[config.mk]
export PLATFORM = sky130hd
export DESIGN_NAME = alu_writeback
export DESIGN_NICKNAME = d
export VERILOG_FILES = /design/src/rtl/alu_pkg.sv /design/src/rtl/wb_fifo2.sv /design/src/rtl/alu_writeback.sv
export SDC_FILE = /design/constraint.sdc
export NUM_CORES = 1
export LEC_CHECK = 0
export CORE_MARGIN = 8
export CORE_UTILIZATION = 43
export CTS_CLUSTER_SIZE = 10
export DETAILED_ROUTE_END_ITERATION = 7
export PLACE_DENSITY = 0.79
export SKIP_LAST_GASP = 1
export SLEW_MARGIN = 0
export SYNTH_ARGS = -nofsm -noshare
export SYNTH_HDL_FRONTEND = slang
export SYNTH_SLANG_ARGS = --single-unit
[constraint.sdc]
create_clock -name clk -period 2.6 [get_ports clk]
set_input_delay 0.26 -clock clk [delete_from_list [all_inputs] [get_ports clk]]
set_output_delay 0.26 -clock clk [all_outputs]
set_load 0.005 [all_outputs]
[src/rtl/alu_pkg.sv]
// rtl/alu_pkg.sv - ALU mode encodings, flag bit indices and flag-update decode
package alu_pkg;

   typedef enum logic [3:0] {
      MODE_0  = 4'd0,  MODE_1  = 4'd1,  MODE_2  = 4'd2,  MODE_3  = 4'd3,
      MODE_4  = 4'd4,  MODE_5  = 4'd5,  MODE_6  = 4'd6,  MODE_7  = 4'd7,
      MODE_8  = 4'd8,  MODE_9  = 4'd9,  MODE_10 = 4'd10, MODE_11 = 4'd11,
      MODE_12 = 4'd12, MODE_13 = 4'd13, MODE_14 = 4'd14, MODE_15 = 4'd15
   } alu_mode_e;

   localparam int FLAG_ZERO     = 7;
   localparam int FLAG_SIGN     = 6;
   localparam int FLAG_CARRY    = 5;
   localparam int FLAG_OVERFLOW = 4;

   // mask bit i selects flag bit FLAG_OVERFLOW+i for update from the ALU
   typedef struct packed {
      logic [3:0] mask;
      logic       we;
      logic       clr;
   } flag_upd_t;

   function automatic flag_upd_t flag_decode(input logic [3:0] mode);
      flag_upd_t upd;
      upd.mask = 4'h0;
      upd.we   = 1'b0;
      upd.clr  = 1'b0;
      case (mode)
         MODE_2, MODE_3, MODE_6, MODE_7, MODE_8, MODE_9,
         MODE_11, MODE_12, MODE_13: begin
            upd.mask = 4'hF;
            upd.we   = 1'b1;
         end
         MODE_4, MODE_5: begin
            upd.mask = 4'hE;
            upd.we   = 1'b1;
         end
         MODE_10: begin
            upd.mask = 4'hC;
            upd.we   = 1'b1;
         end
         MODE_15: upd.clr = 1'b1;
         default: ;
      endcase
      return upd;
   endfunction

   function automatic logic mode_writes_reg(input logic [3:0] mode);
      return !(mode inside {MODE_0, MODE_2, MODE_3, MODE_15});
   endfunction

endpackage

[src/rtl/wb_fifo2.sv]
// rtl/wb_fifo2.sv - two-entry writeback FIFO with synchronous flush
module wb_fifo2 #(
   parameter int W = 11
) (
   input  logic         clk,
   input  logic         reset_n,
   input  logic         flush,
   input  logic         push,
   input  logic [W-1:0] push_data,
   input  logic         pop,
   output logic [W-1:0] head_data,
   output logic [1:0]   count
);

   logic [W-1:0] mem_q [2];
   logic         wr_ptr_q, wr_ptr_d;
   logic         rd_ptr_q, rd_ptr_d;
   logic [1:0]   count_q, count_d;
   logic         push_ok, pop_ok;

   assign push_ok = push && (count_q != 2'd2);
   assign pop_ok  = pop && (count_q != 2'd0);

   always_comb begin
      wr_ptr_d = wr_ptr_q;
      rd_ptr_d = rd_ptr_q;
      count_d  = count_q;
      if (flush) begin
         wr_ptr_d = 1'b0;
         rd_ptr_d = 1'b0;
         count_d  = 2'd0;
      end else begin
         if (push_ok) wr_ptr_d = ~wr_ptr_q;
         if (pop_ok)  rd_ptr_d = ~rd_ptr_q;
         count_d = count_q + {1'b0, push_ok} - {1'b0, pop_ok};
      end
   end

   always_ff @(posedge clk or negedge reset_n) begin
      if (!reset_n) begin
         wr_ptr_q <= 1'b0;
         rd_ptr_q <= 1'b0;
         count_q  <= 2'd0;
      end else begin
         wr_ptr_q <= wr_ptr_d;
         rd_ptr_q <= rd_ptr_d;
         count_q  <= count_d;
      end
   end

   // storage is not reset: contents are only visible while count is non-zero
   always_ff @(posedge clk) begin
      if (push_ok && !flush) mem_q[wr_ptr_q] <= push_data;
   end

   assign head_data = mem_q[rd_ptr_q];
   assign count     = count_q;

endmodule

[src/rtl/alu_writeback.sv]
// rtl/alu_writeback.sv - ALU result writeback queue and architectural flags register
module alu_writeback
   import alu_pkg::*;
#(
   parameter int WORD_SIZE  = 8,
   parameter int REG_ADDR_W = 3
) (
   input  logic                  clk,
   input  logic                  reset_n,
   input  logic                  in_valid,
   output logic                  in_ready,
   input  logic [3:0]            in_mode,
   input  logic [REG_ADDR_W-1:0] in_dest,
   input  logic [WORD_SIZE-1:0]  in_result,
   input  logic [7:0]            in_flags,
   input  logic                  flush,
   output logic                  wb_valid,
   input  logic                  wb_ready,
   output logic [REG_ADDR_W-1:0] wb_addr,
   output logic [WORD_SIZE-1:0]  wb_data,
   output logic [7:0]            flags_q,
   output logic                  busy
);

   localparam int ENTRY_W = REG_ADDR_W + WORD_SIZE;

   logic [1:0]         count;
   logic [ENTRY_W-1:0] head;
   logic               accept, push, pop;
   logic [3:0]         flags_hi_q, flags_hi_d;
   flag_upd_t          upd;
   logic               unused_flags;

   assign in_ready = !flush && (count != 2'd2);
   assign accept   = in_valid && in_ready;
   assign push     = accept && mode_writes_reg(in_mode);
   assign pop      = wb_valid && wb_ready;

   wb_fifo2 #(.W(ENTRY_W)) u_fifo (
      .clk       (clk),
      .reset_n   (reset_n),
      .flush     (flush),
      .push      (push),
      .push_data ({in_dest, in_result}),
      .pop       (pop),
      .head_data (head),
      .count     (count)
   );

   assign wb_valid           = (count != 2'd0);
   assign busy               = wb_valid;
   assign {wb_addr, wb_data} = head;

   always_comb begin
      upd        = flag_decode(in_mode);
      flags_hi_d = flags_hi_q;
      if (accept) begin
         if (upd.clr)
            flags_hi_d = 4'h0;
         else if (upd.we)
            flags_hi_d = (flags_hi_q & ~upd.mask) |
                         (in_flags[FLAG_ZERO:FLAG_OVERFLOW] & upd.mask);
      end
   end

   always_ff @(posedge clk or negedge reset_n) begin
      if (!reset_n) flags_hi_q <= 4'h0;
      else          flags_hi_q <= flags_hi_d;
   end

   // low nibble of the flags register is architecturally always zero
   assign flags_q      = {flags_hi_q, 4'h0};
   assign unused_flags = ^in_flags[3:0];

endmodule

==> results of run 1 <==
cell usage after synthesis, drive strengths merged:
cell     n  area share (%)
a22o     2             1.3
a31oi    1            0.48
edfxtp  22              51
nand3    4             1.5
o221ai   2             1.3
mux2i    1            0.77
nor3     2            0.77
nand2    1            0.29
a21oi    2            0.77
conb     1            0.29
xor2     1            0.67
nor2     4             1.1
ha       2             1.9
nand2b   4             1.9
mux2    11             9.5
a211o    2             1.3
o21ai    1            0.38
dfrtp    8              15
or3      2            0.96
nor2b    2            0.96
xnor2    2             1.3
and2     2            0.96
or2      2            0.96
inv      5             1.4
buf      6             3.2
cell families after synthesis:
kind of cell | synth area share, %
AO/OA/AOI/OAI | 5.65
XOR/XNOR | 2.01
adder cells (fa/ha/maj) | 1.91
buffers and inverters | 4.59
flip-flops | 65.8
multiplexers | 10.2
other | 0.287
AND/OR/NAND/NOR | 9.47
worst register-to-register path: cells and delay by family, from the launching register on:
family | cells | cell delay [ns]
flip-flops | 1 | 0.38
AO/OA/AOI/OAI | 2 | 0.54
buffers and inverters | 1 | 0.06
AND/OR/NAND/NOR | 1 | 0.47
registers in the layout, indices dropped and copies added, names as in the netlist:
register and flops:
u_fifo.rd_ptr_q 1, u_fifo.wr_ptr_q 1, u_fifo.mem_q 22, u_fifo.count 2, flags_hi_q 4
metrics by stage:
step                      instances  hold slack (ns)  instance area, um2  worst slack (ns)  total power, mW
after floorplan                  95          -0.0356                1320             0.668            0.843
after global placement          165            0.482                1740             0.478             1.08
after detailed placement        165            0.497                1740             0.434             1.09
after CTS                       173            0.199                1820             0.428             1.46
after global routing            173            0.213                1820             0.358             1.52
final                           173            0.208                1820             0.483             1.43
where the power goes:
part | internal (mW) | switching, mW | leakage, nW | total, mW
registers | 0.582 | 0.0577 | 0.301 | 0.639
clock network | 0.199 | 0.155 | 0.0450 | 0.354
logic | 0.292 | 0.144 | 0.359 | 0.436
final timing paths:
kind | from | end | slack (ns) | depth (start not counted)
hold / removal | reset_n | flags_hi_q[0] | 0.21 | 1
min in group clk | in_result[4] | u_fifo.mem_q[0][4] | 0.52 | 1
max in group asynchronous | reset_n | flags_hi_q[1] | 2.11 | 1
setup reg to reg | u_fifo.count[0] | u_fifo.mem_q[1][2] | 0.79 | 4
setup / recovery | u_fifo.rd_ptr_q | wb_data[1] | 0.48 | 2
hold reg to reg | flags_hi_q[2] | flags_hi_q[2] | 0.52 | 1
cells in the final DEF, fill, tap and decap left out, drive strengths merged, types with 2 or more instances in the layout:
cell | synthesis | routed
dfrtp | 8 | 8
a21oi | 2 | 2
edfxtp | 22 | 22
nor3 | 2 | 2
a211o | 2 | 2
mux2 | 11 | 11
o221ai | 2 | 2
ha | 2 | 2
and2 | 2 | 2
clkdlybuf4s50 | 0 | 41
conb | 1 | 4
or3 | 2 | 2
nor2 | 4 | 4
a22o | 2 | 2
buf | 6 | 2
nor2b | 2 | 2
nand2b | 4 | 4
inv | 5 | 5
or2 | 2 | 2
xnor2 | 2 | 2
clkbuf | 0 | 5
nand3 | 4 | 4
clkinv | 0 | 2
routing by layer:
metal  track usage, %  up-vias  part of all wire, %
met1             10.7      418                   41
met4             6.70        0                  1.8
li1                 -      420                    -
met3             7.34        6                   10
met2             17.7       39                   47
met5                0        -                    0
area by class of cell:
class                   count  area share (%)
repair buffers             43            23.4
inverters                   5            1.03
well taps                  33            2.27
flip-flops and latches     30            47.3
multi-input cells          54            21.8
clock inverters             3            2.20
clock buffers               5            2.06
==> impl_metrics.env, run 1 <==
export IMPL_status="complete, no violations"
export IMPL_worstSkewPairLatency_ns=0.32
export IMPL_first_global_vias=933
export IMPL_yosysWarnings=0
export IMPL_crit_path_max_fanout=12
export IMPL_arrival_ns=1.86
export IMPL_crit_family="flip-flops"
export IMPL_tns_ns=0
export IMPL_drv_slew=0
export IMPL_start_util_pct=43.9
export IMPL_cts_tree="done"
export IMPL_endpoint_kind="primary output"
export IMPL_routed_via_density=5.10
export IMPL_cts_resized=0
export IMPL_n_antenna_cell=0
export IMPL_cpPeakStageDelay_ns=0.68
export IMPL_crit_type="flip-flop to primary output"
export IMPL_first_pass_iters=4
export IMPL_worst_ep_required_time_ns=2.34
export IMPL_power_density_mw_per_mm2=784
export IMPL_gp_congestion=0.777
export IMPL_cp_cell_sequence="mux2_2 > clkdlybuf4s50_1"
export IMPL_die_area_mm2=0.00506
export IMPL_rsz0062_at_grt="no"
export IMPL_drc=0
export IMPL_fin_nets=169
export IMPL_finalCritPeriodShare_pct=81.4
export IMPL_irDropWorstVdd_mv=0.433
export IMPL_postCtsSetupBuffers=0
export IMPL_ys_seq_area_share_pct=65.8
export IMPL_core_area_mm2=0.00298
export IMPL_cts_clk_slew_worst_paths_ns=0.10
export IMPL_hold_path_class="input port to asynchronous set/reset pin"
export IMPL_yosysUniqueCellTypes=27
export IMPL_grt_usage_pct=11.2
export IMPL_drt_iter0_markers=50
export IMPL_slowest_stage="dfrtp_1"
export IMPL_syn_area_per_cell_um2=14.2
export IMPL_regArea_um2=861
export IMPL_ctsHtreeMaxLevel=2
export IMPL_syn_inst=92
export IMPL_grt_max_degree=13
export IMPL_hold_viol=0
export IMPL_p_leak_nw=0.705
export IMPL_finish_utilization_pct=61.2
export IMPL_ioPinCount=50
export IMPL_totalWireLength_mm=2.60
export IMPL_area_delta_synth_final_pct=39.3
export IMPL_synth_seq_cells=30
export IMPL_finalSetupViolCount=0
export IMPL_grt_pass1_wl_mm=4.30
export IMPL_final_min_clock_period_ns=2.12
export IMPL_cts_buffer_depth=2
export IMPL_fp_dieH_um=71.1
export IMPL_holdBufCountCts=0
export IMPL_cp_start_kind="flip-flop"
export IMPL_critPathBufInv=1
export IMPL_fillers=243
export IMPL_maxCapViolations=0
export IMPL_grt_overflow_total=0
export IMPL_die_w_um=71.1
export IMPL_multi_input_area_um2=398
export IMPL_max_freq_mhz=472
export IMPL_drtAntennaViolNets=0
export IMPL_layout_drive_gt1_share_pct=17.1
export IMPL_routedWlPerCell_um=15.0
export IMPL_cts_sinks=30
export IMPL_antenna_found_initial=0
export IMPL_syn_area_mm2=0.00131
export IMPL_dp_hpwl_mm=2.01
export IMPL_finClkSkew_ns=0.0106
export IMPL_relSlewSlack_pct=65.7
export IMPL_cts_made_buffers=5
export IMPL_rows=20
export IMPL_numPortBuffers=41
export IMPL_vias=883
export IMPL_worst_slew_pin_slew_ns=0.514
export IMPL_cts_root_buf="clkbuf_4"
No activity file was read; power rests on OpenSTA's default activity.
==> run 2, diff against run 1 <==
- clock period: 2.6 -> 2.2 ns (I/O delays scaled with it)
==> run 2 against run 1 <==
Net effect: largest cell class unchanged; clock-buffer cell count is 2 higher; design area is 0.55% lower; global-route usage hardly changed; highest routed layer unchanged; non-clock buffer count is 1 higher; utilization is 0.34 points lower; hold slack worse by 0.028 ns; critical path type unchanged; worst setup slack worse by 0.36 ns.
==> impl_metrics.env, run 2 (synthesized netlist as in run 1, its figures left out) <==
export IMPL_status="complete, no violations"
export IMPL_finalSetupViolCount=0
export IMPL_ioPinCount=50
export IMPL_core_area_mm2=0.00298
export IMPL_regMostFlops="u_fifo.mem_q"
export IMPL_use_met3_pct=6.78
export IMPL_max_freq_mhz=481
export IMPL_cts_sinks=30
export IMPL_crit_path_max_fanout=12
export IMPL_vias=885
export IMPL_die_area_mm2=0.00506
export IMPL_drc=0
export IMPL_drtAntennaViolNets=0
export IMPL_design_area_mm2=0.00181
export IMPL_multi_input_area_um2=398
export IMPL_grtUsageMet2_pct=18.9
export IMPL_hold_viol=0
export IMPL_largest_register_ffs=22
export IMPL_totalWireLength_mm=2.69
export IMPL_die_w_um=71.1
export IMPL_startpoint="u_fifo.rd_ptr_q"
export IMPL_relSlewSlack_pct=64.7
export IMPL_use_met1_pct=10.9
export IMPL_final_cell_mix="clkdlybuf4s50_1 (41), edfxtp_1 (22), mux2_2 (11)"
export IMPL_gp_congestion=0.798
export IMPL_cts_resized=0
export IMPL_rows=20
export IMPL_maxCapViolations=0
export IMPL_crit_type="flip-flop to primary output"
export IMPL_ctsHtreeMaxLevel=2
export IMPL_final_cells=174
export IMPL_p_leak_nw=0.701
export IMPL_reg2reg_to="u_fifo.count[0]"
export IMPL_drv_slew=0
export IMPL_fillers=252
export IMPL_final_min_clock_period_ns=2.08
export IMPL_rsz0062_at_grt="no"
export IMPL_fin_nets=170
export IMPL_cp_start_kind="flip-flop"
export IMPL_drt_iter0_markers=25
export IMPL_worstRegToRegCells=6
export IMPL_worst_ep_required_time_ns=1.98
export IMPL_numPortBuffers=41
export IMPL_finalCritPeriodShare_pct=94.5
export IMPL_cts_clk_slew_worst_paths_ns=0.09
export IMPL_grt_pass1_wl_mm=4.38
export IMPL_layout_drive_gt1_share_pct=17.0
export IMPL_critPathCapture="wb_data[1]"
export IMPL_dpl_cell_area_mm2=0.00175
export IMPL_cts_buffer_depth=2
export IMPL_irDropWorstVdd_mv=0.484
export IMPL_cts_root_buf="clkbuf_4"
export IMPL_final_common_cell="clkdlybuf4s50_1"
export IMPL_n_antenna_cell=0
export IMPL_r2r_setup_slack_ns=0.40
export IMPL_start_util_pct=43.9
export IMPL_cts_tree="done"
export IMPL_area_delta_synth_final_pct=38.6
export IMPL_first_global_vias=951
export IMPL_postCtsSetupBuffers=0
export IMPL_endpoint_kind="primary output"
export IMPL_routed_via_density=5.09
export IMPL_grt_usage_pct=11.2
export IMPL_worst_slew_pin_slew_ns=0.530
export IMPL_hold_path_class="input port to asynchronous set/reset pin"
export IMPL_finClkSkew_ns=0.00491
export IMPL_dp_hpwl_mm=2.07
export IMPL_routedWlPerCell_um=15.5
export IMPL_first_pass_iters=4
export IMPL_r2r_start="u_fifo.count[1]"
export IMPL_arrival_ns=1.86
export IMPL_fp_dieH_um=71.1
export IMPL_dp_cells=166
export IMPL_grt_busiest_layer="met2"
export IMPL_worstSkewPairLatency_ns=0.32
export IMPL_power_density_mw_per_mm2=885
export IMPL_regArea_um2=861
export IMPL_tns_ns=0
export IMPL_antenna_found_initial=0
export IMPL_holdBufCountCts=0
export IMPL_cts_made_buffers=5
export IMPL_grt_max_degree=13
export IMPL_grt_overflow_total=0
==> run 2: cell count changes in the layout (fill, tap and decap cells not counted) <==
| cell | previous run | this run |
|---|---|---|
| clkinv_2 | 2 | 1 |
| clkbuf_1 | 0 | 1 |
| clkbuf_8 | 0 | 1 |
| buf_4 | 2 | 3 |
| bufinv_16 | 1 | 0 |
==> run 2: metrics by stage <==
step	hold slack, ns	total power, mW	worst slack, ns	util [%]
2_1_floorplan	-0.0756	0.996	0.268	-
4_1_cts	0.179	1.63	0.0630	60.8
3_3_place_gp	0.481	1.28	0.271	58.8
5_1_grt	0.196	1.69	0.00284	60.8
3_5_place_dp	0.500	1.30	0.214	58.8
6_report	0.180	1.60	0.121	60.8
==> run 2: worst min path at each step <==
stage / start / to / slack, ns / cells after the start
6_report: reset_n / u_fifo.count[0] / 0.18 / 1
5_1_grt: reset_n / u_fifo.count[1] / 0.20 / 1
4_1_cts: reset_n / u_fifo.count[0] / 0.18 / 1
3_5_place_dp: flags_hi_q[2] / flags_hi_q[2] / 0.50 / 1
3_3_place_gp: u_fifo.wr_ptr_q / u_fifo.wr_ptr_q / 0.48 / 1
2_1_floorplan: reset_n / flags_hi_q[0] / -0.08 / 0
==> run 2: critical path, cell delays in order (launching register included) <==
cell and delay, ns:
dfrtp_1 0.68, mux2_2 0.41, clkdlybuf4s50_1 0.45
==> run 2: final cells by class <==
| type | count | area share [%] |
|---|---|---|
| multi-input cells | 54 | 22.0 |
| inverters | 5 | 1.04 |
| repair buffers | 44 | 23.9 |
| well taps | 33 | 2.28 |
| clock buffers | 7 | 3.04 |
| flip-flops and latches | 30 | 47.5 |
| clock inverters | 1 | 0.276 |
==> run 2: layer usage <==
metal / up-vias / wire length, um
met5: - / 0
li1: 425 / -
met4: 0 / 30
met2: 37 / 1320
met3: 4 / 247
met1: 419 / 1100
==> run 2: power by group <==
group	internal [mW]	switching [mW]	total [mW]
Sequential	0.687	0.0693	0.757
Clock	0.155	0.173	0.327
Combinational	0.347	0.172	0.519
Total	1.19	0.414	1.60
==> run 3, diff against run 2 <==
- ABC_AREA: unset -> 0
==> results of run 3 <==
No change in the layout: final DEF, timing and power equal those of run 2.
